## config.mk

```make
export PLATFORM = sky130hd
export DESIGN_NAME = wash_program_sequencer
export DESIGN_NICKNAME = d
export VERILOG_FILES = /design/src/rtl/wash_pkg.sv /design/src/rtl/phase_timer.sv /design/src/rtl/wash_program_sequencer.sv
export SDC_FILE = /design/constraint.sdc
export NUM_CORES = 1
export LEC_CHECK = 0
export CORE_ASPECT_RATIO = 2
export CORE_MARGIN = 2
export CORE_UTILIZATION = 49
export DETAILED_ROUTE_END_ITERATION = 10
export HOLD_SLACK_MARGIN = 0.03
export PLACE_DENSITY_LB_ADDON = 0.15
export SYNTH_ARGS = -nofsm -noshare
export SYNTH_HDL_FRONTEND = slang
export SYNTH_HIERARCHICAL = 1
export SYNTH_SLANG_ARGS = --single-unit
export TNS_END_PERCENT = 100
```

## constraint.sdc

```tcl
create_clock -name clk -period 3.9 [get_ports clk]
set_input_delay 0.585 -clock clk [delete_from_list [all_inputs] [get_ports clk]]
set_output_delay 0.585 -clock clk [all_outputs]
set_load 0.02 [all_outputs]
```

## src/rtl/wash_pkg.sv

```systemverilog
// Shared state, fault and program-timing types for the wash sequencer.
// All durations are counted in ticks of the shared time base.
package wash_pkg;

  typedef enum logic [3:0] {
    S_IDLE     = 4'd0,
    S_DOOR     = 4'd1,
    S_FILL     = 4'd2,
    S_DET      = 4'd3,
    S_WASH     = 4'd4,
    S_DRAIN    = 4'd5,
    S_SPIN     = 4'd6,
    S_COMPLETE = 4'd7,
    S_ABORT    = 4'd8,
    S_FAULT    = 4'd9
  } seq_state_t;

  typedef enum logic [1:0] {
    FC_NONE  = 2'd0,
    FC_FILL  = 2'd1,
    FC_DRAIN = 2'd2,
    FC_DOOR  = 2'd3
  } fault_code_t;

  localparam int DUR_W = 8;
  typedef logic [DUR_W-1:0] dur_t;

  typedef struct packed {
    dur_t det;
    dur_t wash;
    dur_t spin;
  } prog_dur_t;

  localparam dur_t QUICK_DET  = 8'd4;
  localparam dur_t QUICK_WASH = 8'd60;
  localparam dur_t QUICK_SPIN = 8'd30;
  localparam dur_t NORM_DET   = 8'd4;
  localparam dur_t NORM_WASH  = 8'd120;
  localparam dur_t NORM_SPIN  = 8'd60;
  localparam dur_t HEAVY_DET  = 8'd6;
  localparam dur_t HEAVY_WASH = 8'd240;
  localparam dur_t HEAVY_SPIN = 8'd90;
  localparam dur_t RINSE_DET  = 8'd0;
  localparam dur_t RINSE_WASH = 8'd30;
  localparam dur_t RINSE_SPIN = 8'd30;

  function automatic prog_dur_t prog_dur(
    input logic [1:0] prog
  );
    prog_dur_t r;
    unique case (prog)
      2'd0: r = '{QUICK_DET, QUICK_WASH, QUICK_SPIN};
      2'd1: r = '{NORM_DET, NORM_WASH, NORM_SPIN};
      2'd2: r = '{HEAVY_DET, HEAVY_WASH, HEAVY_SPIN};
      default: r = '{RINSE_DET, RINSE_WASH, RINSE_SPIN};
    endcase
    return r;
  endfunction

endpackage

```

## src/rtl/phase_timer.sv

```systemverilog
// Per-phase tick counter with an equality compare against the
// duration of whichever phase is currently running.
module phase_timer #(
  parameter int CNT_W = 8
) (
  input  logic             clk,
  input  logic             reset_n,
  input  logic             clear,
  input  logic             enable,
  input  logic             tick,
  input  logic [CNT_W-1:0] dur,
  output logic [CNT_W-1:0] cnt,
  output logic             hit
);

  always_ff @(posedge clk or negedge reset_n) begin
    if (!reset_n) begin
      cnt <= '0;
    end else if (clear) begin
      cnt <= '0;
    end else if (enable && tick) begin
      cnt <= cnt + CNT_W'(1);
    end
  end

  assign hit = (cnt == dur);

endmodule

```

## src/rtl/wash_program_sequencer.sv

```systemverilog
// Washer program controller: sequences door, fill, detergent, wash,
// drain and spin, and owns door lock, pause, abort and faults.
module wash_program_sequencer
  import wash_pkg::*;
#(
  parameter int CNT_W    = 8,
  parameter int FILL_TO  = 200,
  parameter int DRAIN_TO = 100
) (
  input  logic       clk,
  input  logic       reset_n,
  input  logic       tick,
  input  logic       start,
  input  logic [1:0] prog,
  input  logic       pause,
  input  logic       abort,
  input  logic       door_closed,
  input  logic       level_full,
  input  logic       level_empty,
  output logic [5:0] step_done,
  output logic       valve_on,
  output logic       detergent_on,
  output logic       motor_on,
  output logic       motor_fast,
  output logic       pump_on,
  output logic       door_lock,
  output logic       busy,
  output logic       done,
  output logic       fault,
  output logic [1:0] fault_code
);

  seq_state_t  state, state_d;
  fault_code_t fc, fc_d;
  logic [1:0]  prog_q;
  prog_dur_t   durs;

  logic [CNT_W-1:0] dur;
  logic             hit;

  logic       phase_end, door_open, timeout;
  logic [5:0] step, sd_d;
  logic       valve_d, det_d, motor_d, fast_d;
  logic       pump_d, lock_d;

  assign durs = prog_dur(prog_q);

  always_comb begin
    dur = '0;
    unique case (1'b1)
      state == S_FILL:  dur = CNT_W'(FILL_TO);
      state == S_DET:   dur = CNT_W'(durs.det);
      state == S_WASH:  dur = CNT_W'(durs.wash);
      state == S_DRAIN: dur = CNT_W'(DRAIN_TO);
      state == S_SPIN:  dur = CNT_W'(durs.spin);
      default: ;
    endcase
  end

  // Counter restarts on every state change, so each phase sees cnt=0.
  phase_timer #(
    .CNT_W (CNT_W)
  ) u_timer (
    .clk     (clk),
    .reset_n (reset_n),
    .clear   (state_d != state),
    .enable  (!pause),
    .tick    (tick),
    .dur     (dur),
    .cnt     (),
    .hit     (hit)
  );

  always_comb begin
    phase_end = 1'b0;
    step      = '0;
    unique case (state)
      S_DOOR: begin
        phase_end = door_closed;
        step      = 6'b000001;
      end
      S_FILL: begin
        phase_end = level_full;
        step      = 6'b000010;
      end
      S_DET: begin
        phase_end = hit;
        step      = 6'b000100;
      end
      S_WASH: begin
        phase_end = hit;
        step      = 6'b001000;
      end
      S_DRAIN: begin
        phase_end = level_empty;
        step      = 6'b010000;
      end
      S_SPIN: begin
        phase_end = hit;
        step      = 6'b100000;
      end
      default: ;
    endcase
  end

  assign door_open = !door_closed
                  && (state >= S_FILL)
                  && (state <= S_SPIN);
  assign timeout   = hit
                  && (state == S_FILL
                   || state == S_DRAIN);

  always_comb begin
    state_d = state;
    fc_d    = fc;
    sd_d    = '0;
    unique case (state)
      S_IDLE: begin
        if (start) state_d = S_DOOR;
      end
      S_COMPLETE: state_d = S_IDLE;
      S_ABORT: begin
        if (level_empty) state_d = S_IDLE;
      end
      S_FAULT: begin
        if (abort && level_empty) begin
          state_d = S_IDLE;
          fc_d    = FC_NONE;
        end
      end
      default: begin
        if (abort) begin
          state_d = S_ABORT;
        end else if (door_open) begin
          state_d = S_FAULT;
          fc_d    = FC_DOOR;
        end else if (timeout) begin
          state_d = S_FAULT;
          fc_d    = (state == S_FILL) ? FC_FILL
                                      : FC_DRAIN;
        end else if (phase_end) begin
          // Active phases are encoded in run order.
          state_d = seq_state_t'(state + 4'd1);
          sd_d    = step;
        end
      end
    endcase
  end

  always_comb begin
    valve_d = (state_d == S_FILL) && !pause;
    det_d   = (state_d == S_DET) && !pause;
    motor_d = (state_d == S_WASH
            || state_d == S_SPIN) && !pause;
    fast_d  = (state_d == S_SPIN) && !pause;
    pump_d  = ((state_d == S_DRAIN
             || state_d == S_SPIN) && !pause)
           || state_d == S_ABORT
           || (state_d == S_FAULT && !level_empty);
    lock_d  = (state_d >= S_FILL
            && state_d <= S_SPIN)
           || state_d == S_ABORT
           || (state_d == S_FAULT && !level_empty);
  end

  always_ff @(posedge clk or negedge reset_n) begin
    if (!reset_n) begin
      state        <= S_IDLE;
      fc           <= FC_NONE;
      prog_q       <= '0;
      step_done    <= '0;
      valve_on     <= 1'b0;
      detergent_on <= 1'b0;
      motor_on     <= 1'b0;
      motor_fast   <= 1'b0;
      pump_on      <= 1'b0;
      door_lock    <= 1'b0;
      busy         <= 1'b0;
      done         <= 1'b0;
      fault        <= 1'b0;
    end else begin
      state        <= state_d;
      fc           <= fc_d;
      if (state == S_IDLE && start) prog_q <= prog;
      step_done    <= sd_d;
      valve_on     <= valve_d;
      detergent_on <= det_d;
      motor_on     <= motor_d;
      motor_fast   <= fast_d;
      pump_on      <= pump_d;
      door_lock    <= lock_d;
      busy         <= (state_d != S_IDLE);
      done         <= (state_d == S_COMPLETE);
      fault        <= (state_d == S_FAULT);
    end
  end

  assign fault_code = fc;

endmodule

```

==> impl_metrics.yaml, run 1 <==
timing:
  clock_skew_ns: 0.00536
  hold_violations: 0
  rsz0062_at_grt: "false"
  fmax_mhz: 273
  setup_ws_ns: 0.238
  period_share: 0.939
  setup_violations: 0
  period_needed_ns: 3.66
  holdWs_ns: 0.487
  relSlewSlack: 0.581
  worstMarginPinSlew_ns: 0.625
  setup_tns_ns: 0
  slew_viol_final: 0
critical_path:
  crit_path_end_kind: "register"
  path_max_fanout: 9
  crit_chain: "inv_1 > ha_1 > nand2_1 > o21ai_0 > xnor2_1 > nand4_1 > nor2_1 > nor2b_2 > a221oi_4 > and2b_1 > nand2_1 > a21oi_1 > or3_1 > or3_4 > nor2b_1 > mux2_2"
  rrSetupSlack_ns: 0.24
  cp_slowest_cell: "dfrtp_1"
  critPathLaunch: "state[1]"
  crit_type: "reg -> reg"
  critPathLaunchType: "register"
  max_stage_delay_ns: 0.48
  worst_ep_required_time_ns: 4.13
  reg2reg_from: "state[1]"
  critPathMostFrequentCell: "nand2_1"
  arrival_ns: 3.89
finish:
  diodes: 0
  drive_gt1_frac: 0.142
  seq_area_um2: 776
  syn_to_final_growth_pct: 24.8
  instances_no_fill: 320
  fin_nets: 289
  multiInputGateArea_um2: 1180
  n_fill_cell: 372
  utilization: 0.630
power:
  cellPowerDensity_nw_per_um2: 599
  p_leak_nw: 1.07
  irDropWorstVdd_mv: 0.482
clock_tree:
  hold_buffers: 0
  cts_buffer_depth: 2
  h-tree-depth: 2
  cts.sinks: 31
  cts_buffers: 5
  clkTransAtPathRegs_ns: 0.06
  post_cts_buffers: 0
  cts_tree: "done"
  clockRootBuffer: "clkbuf_8"
  clock_latency_ns: 0.29
flow_run:
  max_cap_viol_count: 0
detailed_routing:
  wl_mm: 5.69
  final_antenna_net_count: 0
  via_per_inst: 5.89
  drt_iter0_drc: 66
  vias: 1884
  drtPass1Iterations: 4
  wl_per_cell_um: 17.8
  drc: 0
yosys:
  syn_inst: 230
  synth_edf_count: 0
  synth-seq-cells: 31
  yosys_warnings: 6
  synth_sequential_area_ratio: 0.380
  syn-mean-instance-area_um2: 8.87
  synth_ff_type: "dfrtp_1"
  synth.largest_area_cell: "dfrtp_1"
  async_flop_share: 1.00
  yosysTopAreaCellShare: 0.380
  synth_area_leaders: "dfrtp_1 38%, ha_1 6.7%, nand2_1 4.2%"
  syn_nets: 252
  syn-cell-area_um2: 2040
  synthDistinctLibCells: 54
floorplanning:
  start_util: 0.504
  fp.dieH_um: 95.3
  ios: 28
  core-area_um2: 4050
  dieArea_um2: 4730
  die_x_um: 49.6
  rows: 33
min_path:
  hold_start: "fault_code[1]"
  hold_class: "reg -> reg"
global_route:
  grt_pass1_wl_mm: 9.11
  antenna_found_initial: 0
  grt_pass1_vias: 1892
  overflow: 0
  grtUsageTotal: 0.264
  grt_max_degree: 32
placement:
  gp_congestion: 0.958
  place_ws_ns: 0.163
  post-place-cells: 312
  port_buffers: 27
  dp_hpwl_mm: 4.53
run_status:
  status: "finished, final reports clean"
[metal layers]
metal,wire (um),GRT usage,part of all wire,vias to the layer above
met4,439,0.213,0.077,0
li1,-,-,-,891
met2,3230,0.516,0.57,73
met1,1840,0.225,0.32,889
met3,181,0.0423,0.032,31
met5,0,0,0,-
[critical path: cells and delay by family (launching register included)]
kind / cells / cell delay, ns
AO/OA/AOI/OAI: 3 / 0.40
multiplexers: 1 / 0.15
AND/OR/NAND/NOR: 9 / 1.92
flip-flops: 1 / 0.48
XOR/XNOR: 1 / 0.15
adder cells (fa/ha/maj): 1 / 0.29
buffers and inverters: 1 / 0.20
[through the flow]
step,cell area (um^2),total power [mW]
after global placement,2420,1.18
after detailed placement,2420,1.18
after global routing,2550,1.62
final,2550,1.53
after floorplan,2040,0.924
after CTS,2540,1.51
[cell type report]
| cell class | instances | area share |
|---|---|---|
| multi-input combinational | 177 | 0.465 |
| sequential | 31 | 0.305 |
| timing repair buffer | 38 | 0.139 |
| clock buffer | 6 | 0.0324 |
| tap | 52 | 0.0255 |
| inverter | 14 | 0.0206 |
| clock inverter | 2 | 0.0138 |
[synth_stat cells (all sizes together), types with 5 or more instances]
master  count
nand2      23
mux2        5
nor2       19
nor3        5
xnor2       9
ha         11
inv        14
a21oi      12
nand3      14
or3         8
nor2b       6
nand4       7
o21ai      16
dfrtp      31
[repair_timing]
item                                   in CTS  in global routing
endpoints found under the hold margin       0                  0
setup endpoints to repair                   0                  6
resized for setup                           0                  2
[layout by cell type, fill, tap and decap left out, types with 3 or more instances in the layout]
master,synthesis,layout
a21oi_1,12,12
buf_4,1,11
clkbuf_8,0,6
clkdlybuf4s50_1,0,27
dfrtp_1,31,31
ha_1,11,11
inv_1,12,12
mux2_2,4,4
nand2_1,23,23
nand2b_1,3,3
nand3_1,14,14
nand3b_1,3,3
nand4_1,6,6
nor2_1,19,19
nor2b_1,6,5
nor3_1,4,4
o211ai_1,3,3
o21ai_0,14,14
o31a_1,3,3
or3_1,7,6
xnor2_1,9,9
[final timing paths]
path                       depth (start not counted)              to
hold reg to reg                                    2   fault_code[1]
setup reg to reg                                  16  u_timer/cnt[7]
max in group asynchronous                          2      motor_fast
setup / recovery                                  16  u_timer/cnt[7]
min in group asynchronous                          2  u_timer/cnt[0]
hold / removal                                     2   fault_code[1]
[sequential cells by signal, indices dropped and copies added, names as in the netlist]
register,count
prog_q,2
busy,1
step_done,6
door_lock,1
pump_on,1
done,1
detergent_on,1
fault_code,2
valve_on,1
fault,1
motor_fast,1
state,4
motor_on,1
u_timer/cnt,8
[where the power goes]
group / leakage (nW) / total [mW] / switching, mW / internal (mW)
logic: 0.595 / 0.764 / 0.451 / 0.313
clock network: 0.0612 / 0.327 / 0.121 / 0.206
registers: 0.416 / 0.434 / 0.0541 / 0.380
total: 1.07 / 1.53 / 0.626 / 0.899
[cell families (layout without fill, tap and decap cells)]
logic type / after synthesis / count (layout) / share of synthesized area
buffers and inverters: 22 / 60 / 0.0435
DFF: 31 / 31 / 0.380
muxes: 6 / 6 / 0.0325
other: 1 / 1 / 0.00184
adders and majority gates: 11 / 11 / 0.0674
xor gates and xnor gates: 10 / 10 / 0.0429
AOI/OAI and AO/OA: 52 / 52 / 0.182
and+or+nand+nor: 97 / 97 / 0.250
Power figures use the tool's default switching activity.
==> run 2, diff against run 1 <==
- CAP_MARGIN: unset -> 20
==> results of run 2 <==
Same layout as run 1: the final DEF is identical, and so are final timing and power.
